[src/rtl/unary_add_1_4_6.sv]
// Serial unary (thermometer) adder: accumulates A+B in read mode, emits the total as a run of ones in write mode.
// Optional macro UNARY_ADD_SAT_EN: saturate at 63 with a sticky C; default build wraps mod 64 with a one-cycle C pulse.
module unary_add_1_4_6 (
    input  logic clk,
    input  logic rst_n,
    input  logic A,
    input  logic B,
    input  logic en,
    input  logic read_or_write,
    output logic dout,
    output logic C
);

    logic [5:0] r_cnt;
    logic       r_dout;
    logic       r_c;

    logic [6:0] w_sum;
    logic       w_ovf;
    logic       w_nonzero;

    // Seven-bit sum so the carry out of the 6-bit count is the overflow condition.
    assign w_sum     = {1'b0, r_cnt} + {6'b0, A} + {6'b0, B};
    assign w_ovf     = w_sum[6];
    assign w_nonzero = (r_cnt != 6'd0);

    always_ff @(posedge clk) begin
        if (!rst_n) begin
            r_cnt  <= 6'd0;
            r_dout <= 1'b0;
            r_c    <= 1'b0;
        end else if (!en) begin
            r_dout <= 1'b0;
        end else if (!read_or_write) begin
            r_dout <= 1'b0;
`ifdef UNARY_ADD_SAT_EN
            if (w_ovf) begin
                r_cnt <= 6'd63;
                r_c   <= 1'b1;
            end else begin
                r_cnt <= w_sum[5:0];
            end
`else
            r_cnt <= w_sum[5:0];
            r_c   <= w_ovf;
`endif
        end else begin
            // A and B are deliberately unused while emitting.
            if (w_nonzero) begin
                r_dout <= 1'b1;
                r_cnt  <= r_cnt - 6'd1;
            end else begin
                r_dout <= 1'b0;
            end
`ifndef UNARY_ADD_SAT_EN
            r_c <= 1'b0;
`endif
        end
    end

    assign dout = r_dout;
    assign C    = r_c;

endmodule

[config.mk]
export PLATFORM = sky130hd
export DESIGN_NAME = unary_add_1_4_6
export DESIGN_NICKNAME = d
export VERILOG_FILES = /design/src/rtl/unary_add_1_4_6.sv
export SDC_FILE = /design/constraint.sdc
export NUM_CORES = 1
export LEC_CHECK = 0
export BUFFER_PORTS_ARGS = -buffer_cell sky130_fd_sc_hd__buf_2
export CAP_MARGIN = 30
export CORE_AREA = 2 2 39 41
export CTS_BUF_LIST = sky130_fd_sc_hd__clkbuf_4 sky130_fd_sc_hd__clkbuf_8
export DETAILED_ROUTE_END_ITERATION = 10
export DIE_AREA = 0 0 41 43
export PLACE_DENSITY = 0.64
export SYNTH_ARGS = -nofsm -noshare
export SYNTH_HDL_FRONTEND = slang
export SYNTH_SLANG_ARGS = --single-unit
export TNS_END_PERCENT = 20
[constraint.sdc]
create_clock -name clk -period 1.9 [get_ports clk]
set_clock_uncertainty 0.1 [all_clocks]
set_input_delay 0.19 -clock clk [delete_from_list [all_inputs] [get_ports clk]]
set_output_delay 0.19 -clock clk [all_outputs]
set_load 0.02 [all_outputs]
**After elaboration in Yosys (flattened, before gate mapping)**

Index checks and enable logic that the tools add are counted.

- Register bits: 8
- Bits in latches: 0
- Memory bits (writable): 0
- Memory bits (read-only): 0
- Bits of input ports: 6
- Output and inout port bits: 2
- Word-level logic and storage cells: 14
- Memories kept: 0

- $add $sub $neg: 3
- Multipliers: 0
- Div/mod/pow operators: 0
- Order comparisons: 0
- Eq/ne operators: 1
- Shifts and indexed selects: 0
- Muxes and demuxes: 4
- Bitwise gates (word level): 0
- Reductions and logical operators: 3

Operator list:

| operator | count |
|---|---|
| 6-bit two-way mux | 2 |
| 6-bit by 1-bit adder with 7-bit output | 1 |
| 7-bit by 1-bit adder with 7-bit output | 1 |
| 6-bit nonzero test | 1 |
| 6-bit by 1-bit subtractor with 6-bit output (second input constant) | 1 |
| 3-bit AND reduction | 1 |
| 1-bit two-way mux | 2 |
| 2-bit by 1-bit inequality test with 1-bit output (second input constant) | 1 |
| 2-bit AND reduction | 1 |

**Longest topological paths before layout**

Gate-level depths: netlist (run 1).

- Word-level depth: 3
- Mapped depth: 7
- Mapped depth without buffers: 6

**Worst setup path after synthesis (run 1)**

Ideal clock, no wire load.

- Kind: flip-flop to flip-flop
- Start: reg r_cnt[0]
- End: reg r_cnt[5]
- Setup time: 70 ps
- Data arrival time: 1768 ps
- Data required time: 1730 ps
- Setup slack: -37 ps
- Stages on the path, launching flop included: 7
- Buffers on the path: 0
- Period minus slack after synthesis: 1937 ps
- Cells stage by stage: dfxtp_1 inv_1 fa_1 and4bb_2 a31oi_1 or4_1 a21oi_1

- Word-level cells in the longest chain between the ends: 3
- Elaborated cells on any way between the ends: 8
- Those cells by class: add/sub: 3; eq/ne: 1; mux: 2; reduce/logical: 2

Ends and longest elaborated chain:

| item | RTL line | RTL |
|---|---|---|
| start, declared | 14 | `logic [5:0] r_cnt;` |
| start signal, assigned | 44 | `r_cnt <= w_sum[5:0];` |
| start signal, assigned | 51 | `r_cnt <= r_cnt - 6'd1;` |
| 6-bit by 1-bit adder with 7-bit output (tied with other cells) | 23 | `assign w_sum = {1'b0, r_cnt} + {6'b0, A} + {6'b0, B};` |
| 7-bit by 1-bit adder with 7-bit output (tied with other cells) | 23 |  |
| 6-bit two-way mux / 2-bit AND reduction (equally long branches) | n/a |  |

Parallel ways exist; a longest one is shown, timed or not. The select of a mux whose other input is x is not followed.
A chain may end at the register's enable or synchronous reset.

**Final worst setup path (run 1)**

- Start: reg r_cnt[0]
- End: reg r_cnt[4]

Same word-level chain as after synthesis.

==> results of run 1 <==
==> worst max-delay path, stage by stage, from the launching register on <==
cell	delay, ns
dfxtp_2	0.33
inv_2	0.05
fa_2	0.35
and4bb_2	0.35
a32oi_1	0.08
or3_2	0.44
a21oi_2	0.14
==> kinds of logic (layout without fill, tap and decap cells) <==
kind of cell,Yosys count,count (layout)
fa+ha+maj,3,3
flops,8,8
compound gates,21,21
simple gates,18,18
buf+inv,7,19
==> registers in the layout, indices dropped and copies added, names as in the netlist <==
register	cells
r_cnt	6
C	1
dout	1
==> layer usage <==
metal  vias to the layer above  wire, um  part of all wire (%)
met4                         0        36                   3.6
met5                         -         0                     0
met1                       212       432                    44
met2                        15       483                    49
li1                        238         -                     -
met3                         5        37                   3.7
==> cells in the mapped netlist <==
cell type	count
o21ai_0	3
o2bb2ai_1	1
nand3_1	1
o31ai_1	1
and4bb_2	1
and3_1	1
nor3_1	2
clkbuf_1	1
or4_1	1
dfxtp_1	8
nand2b_1	2
buf_4	1
o31a_2	1
inv_1	5
a31oi_1	1
a21oi_1	7
or4b_1	1
nor3b_1	1
a22oi_1	2
o2111a_1	1
nor2b_1	2
fa_1	1
ha_1	2
o21bai_1	1
o21ai_1	2
nor2_1	3
a32oi_1	1
or3_2	3
==> metrics by stage <==
stage	cell area (um^2)	hold slack [ns]
detailed placement	564	0.366
finish	592	0.136
global placement	564	0.358
floorplan	490	0.249
CTS	588	0.131
global route	592	0.137
==> power breakdown <==
part | leakage (nW) | switching, mW | total, mW | internal (mW)
sequential | 0.0657 | 0.0194 | 0.208 | 0.188
clock | 0.0138 | 0.0570 | 0.129 | 0.0722
combinational | 0.163 | 0.0814 | 0.164 | 0.0822
==> cell type report <==
class,instances,area share [%]
Tap cell,16,3.38
Inverter,5,3.17
Timing Repair Buffer,11,11.0
Clock buffer,3,3.81
Multi-Input combinational cell,42,51.4
Sequential cell,8,27.3
==> worst paths after layout <==
check | depth (start not counted) | end | from
setup / recovery | 6 | r_cnt[4] | r_cnt[0]
setup reg to reg | 6 | r_cnt[4] | r_cnt[0]
hold / removal | 2 | dout | rst_n
hold reg to reg | 2 | C | C
==> repair_timing <==
action / CTS / global route
pin swaps: 3 / 2
endpoints found under the setup margin: 3 / 3
gates resized for setup: 2 / 1
==> flow_summary.yaml, run 1 <==
grt:
  grtUsageMet3_pct: 1.57
  met1_usage_pct: 15.5
  grt.busiest_layer: "met2"
  grt_max_degree: 14
  grt_use_met2_pct: 21.9
  track_usage_pct: 13.7
  antenna_found_initial: 0
  grt_pass1_vias: 416
  overflow: 0
  grt_pass1_wl_mm: 1.62
cts:
  cts_sinks: 8
  numCtsBuffers: 3
  cts-root-buf: "clkbuf_4"
  cts_max_level: 1
  post_cts_buffers: 0
  cts_tree: "built"
  clock_tree.buffer_depth: 2
  hold_buffers: 0
  clk_latency_ns: 0.26
  clk_pin_slew_ns: 0.06
synthesis:
  synth_compound_area_share_pct: 27.7
  syn_inst: 57
  synth_area_um2: 488
  avgSynthCellArea_um2: 8.56
  synth_xor_area_share_pct: 0
  yosys_warnings: 0
  synth_fp_nets: 66
  synth_top_family_by_area: "compound AO/OA/AOI/OAI gates"
  yosysSeqAreaShare_pct: 32.8
  yosysTopAreaCell: "dfxtp_1"
  ys_seq_elements: 8
  synthSimpleGateAreaFrac_pct: 24.1
  synth_mux_area_share_pct: 0
  synthAdderAreaFrac_pct: 9.23
  synthTopCellsByArea: "dfxtp_1, a21oi_1, ha_1"
  synth_top_area_share_pct: 32.8
  synth.distinct_cells: 28
cells_and_area:
  final_cell_mix: "dfxtp_1, buf_2, a21oi_1, inv_1, buf_4"
  antenna_cells: 0
  fin_util_pct: 42.8
  layout-drive-gt1-share_pct: 33.3
  nets: 80
  multiInputGateArea_um2: 304
  layout.cells.non_filler: 85
  area_growth_pct: 21.3
  nFillCells: 143
  regArea_um2: 161
power_and_ir_drop:
  power_uw: 500
  leakage_nw: 0.242
  power.density_mw_per_mm2: 845
  ir_drop_uv: 283
placed_design:
  place_ws_ns: -0.0522
  io_buffers: 7
  gp_congestion: 0.673
  dp.cells: 82
  hpwlAfterDp_um: 746
drt:
  vias: 470
  drc: 0
  drt-vias-per-instance: 5.53
  drt_iter0_markers: 9
  antenna_left: 0
  wl_per_cell_um: 11.6
  firstDrtPassIters: 4
  wl_um: 990
worst_setup_path:
  crit_path_end_kind: "register"
  critPathRequiredTime_ns: 1.98
  cp_data_arrival_time_ns: 1.99
  start_kind: "register"
  r2r_slack_ns: -0.008
  critPathKind: "register to register"
  crit_path_max_fanout: 4
status:
  violations: "setup timing"
  status: "finished with violations"
sta:
  slew_headroom_pct: 82.3
  hold_viol_final: 0
  slew_violations: 0
  worstMarginPinSlew_ns: 0.265
  rsz0062_at_grt: "true"
  setup_tns_ns: -0.0140
  fmax_mhz: 524
  fin_crit_ns: 1.91
  fin_ws_ns: -0.00789
  setup_viol: 2
  period_share_pct: 100
die:
  start_util_pct: 35.3
  die_h_um: 43
  core_mm2: 0.00138
  pin_count: 8
  dieArea_mm2: 0.00176
  row_count: 14
  fp.dieW_um: 41
min_path:
  hp-class: "primary input to register"
run:
  drv_cap: 0
(Power assumes the default switching activity.)
==> run 2: changes to the inputs <==
--- a/config.mk
+++ b/config.mk
@@ -11,7 +11,7 @@
 export CTS_BUF_LIST = sky130_fd_sc_hd__clkbuf_4 sky130_fd_sc_hd__clkbuf_8
 export DETAILED_ROUTE_END_ITERATION = 10
 export DIE_AREA = 0 0 41 43
-export PLACE_DENSITY = 0.64
+export PLACE_DENSITY = 0.62
 export SYNTH_ARGS = -nofsm -noshare
 export SYNTH_HDL_FRONTEND = slang
 export SYNTH_SLANG_ARGS = --single-unit
==> constraint.sdc (replaced) <==
create_clock -name clk -period 1.8 [get_ports clk]
set_clock_uncertainty 0.1 [all_clocks]
set_input_delay 0.18 -clock clk [delete_from_list [all_inputs] [get_ports clk]]
set_output_delay 0.18 -clock clk [all_outputs]
set_load 0.02 [all_outputs]
==> flow_summary.yaml, run 2 (same netlist as run 1, synthesis figures left out) <==
min_path:
  hp-class: "primary input to register"
  hold_path_depth: 2
  min_to: "dout"
  hp-start: "rst_n"
grt:
  overflow: 0
  grt_max_degree: 14
  grt_pass1_wl_mm: 1.84
  antenna_found_initial: 0
  track_usage_pct: 15.3
  grt_pass1_vias: 431
cts:
  cts_tree: "built"
  numCtsBuffers: 3
  clk_pin_slew_ns: 0.06
  cts-root-buf: "clkbuf_4"
  cts_sinks: 8
  clock_tree.buffer_depth: 2
  hold_buffers: 0
  cts_max_level: 1
  clk_latency_ns: 0.25
cells_and_area:
  antenna_cells: 0
  area_growth_pct: 26.4
  nFillCells: 136
  largest_reg_flops: 6
  design_area_um2: 617
  layout-drive-gt1-share_pct: 37.5
  regMostFlops: "r_cnt"
  layout.cells.non_filler: 88
  nets: 83
  final_cell_mix: "dfxtp_1, buf_2, buf_4, a21oi_1, inv_1"
worst_setup_path:
  critPathRequiredTime_ns: 1.88
  critPathKind: "register to register"
  cp_data_arrival_time_ns: 1.94
  crit_path_max_fanout: 4
  r2r_cells: 6
  start_kind: "register"
  rr_endpoint: "r_cnt[3]"
  regToRegStartpoint: "r_cnt[0]"
  crit_path_end_kind: "register"
  r2r_slack_ns: -0.05
drt:
  drc: 0
  drt-vias-per-instance: 5.24
  firstDrtPassIters: 4
  vias: 461
  wl_per_cell_um: 11.6
  drt_iter0_markers: 10
  antenna_left: 0
  wl_mm: 1.02
sta:
  slew_headroom_pct: 84.0
  fin_ws_ns: -0.0519
  rsz0062_at_grt: "true"
  setup_viol: 3
  slew_violations: 0
  fmax_mhz: 540
  period_share_pct: 103
  hold_viol_final: 0
  fin_crit_ns: 1.85
  worstMarginPinSlew_ns: 0.240
placed_design:
  io_buffers: 7
  dp.cells: 84
  postPlaceCellArea_um2: 581
  place_ws_ns: -0.0778
  hpwlAfterDp_um: 763
  gp_congestion: 0.751
power_and_ir_drop:
  p_int_uw: 371
  seqPwrFrac_pct: 39.8
  power.switching_uw: 171
  clock_power_share_pct: 25.6
  leakage_nw: 0.257
  combPwrFrac_pct: 34.6
  swShare_pct: 31.5
  ir_drop_uv: 506
  power.density_mw_per_mm2: 879
  power_uw: 542
die:
  die_h_um: 43
  fp.dieW_um: 41
  pin_count: 8
  row_count: 14
  core_mm2: 0.00138
  dieArea_mm2: 0.00176
  start_util_pct: 35.3
status:
  status: "finished with violations"
  violations: "setup timing"
run:
  drv_cap: 0
-- run 2: cell types whose count changed in the layout (fill, tap and decap cells not counted) --
cell    change
buf_4       +3
nor2_1      -1
nor2_2      +1
-- run 2: worst max path at each step --
| stage | endpoint | start | cells past startpoint |
|---|---|---|---|
| floorplan | r_cnt[5] | r_cnt[0] | 6 |
| global placement | r_cnt[4] | r_cnt[0] | 6 |
| detailed placement | r_cnt[5] | r_cnt[0] | 6 |
| CTS | r_cnt[5] | r_cnt[0] | 6 |
| global route | r_cnt[5] | r_cnt[0] | 6 |
| finish | r_cnt[3] | r_cnt[0] | 6 |
-- run 2: per-layer routing --
layer  wire length [um]  vias to the layer above  GRT usage [%]
met3                 36                        2           3.14
met1                526                      212           20.6
met2                442                        6           21.3
met4                 11                        0           10.0
li1                   -                      241              -
met5                  0                        -              0
-- run 2: critical path, cell delays in order, from the launching register on --
cell	delay [ns]
dfxtp_2	0.33
inv_2	0.05
fa_2	0.33
and4bb_2	0.35
a21oi_1	0.06
or3_2	0.43
a21oi_2	0.14
-- run 2: final cells by class --
class / count / area, um^2 / area share (%)
Inverter: 5 / 18.8 / 3.04
Tap cell: 16 / 20.0 / 3.25
Sequential cell: 8 / 161 / 26.2
Multi-Input combinational cell: 42 / 307 / 49.7
Timing Repair Buffer: 14 / 87.6 / 14.2
Clock buffer: 3 / 22.5 / 3.65
-- run 2: what timing repair did --
item                       in CTS  in global routing
setup buffers                   1                  0
resized for setup               0                  2
pin swaps                       2                  2
setup endpoints to repair       3                  6
-- run 2: power by group through the flow --
stage | logic [mW] | clock network (mW) | registers (mW)
5_1_grt | 0.213 | 0.158 | 0.220
3_3_place_gp | 0.180 | 0 | 0.218
4_1_cts | 0.186 | 0.149 | 0.216
2_1_floorplan | 0.116 | 0 | 0.224
6_report | 0.188 | 0.139 | 0.216
3_5_place_dp | 0.181 | 0 | 0.220
-- run 2: through the flow --
stage / utilization (%) / setup TNS [ns] / hold WS [ns]
2_1_floorplan: - / -0.0756 / 0.239
3_3_place_gp: 42.0 / -0.123 / 0.352
3_5_place_dp: 42.0 / -0.217 / 0.355
4_1_cts: 44.1 / -0.123 / 0.120
5_1_grt: 44.6 / -0.433 / 0.118
6_report: 44.6 / -0.131 / 0.133
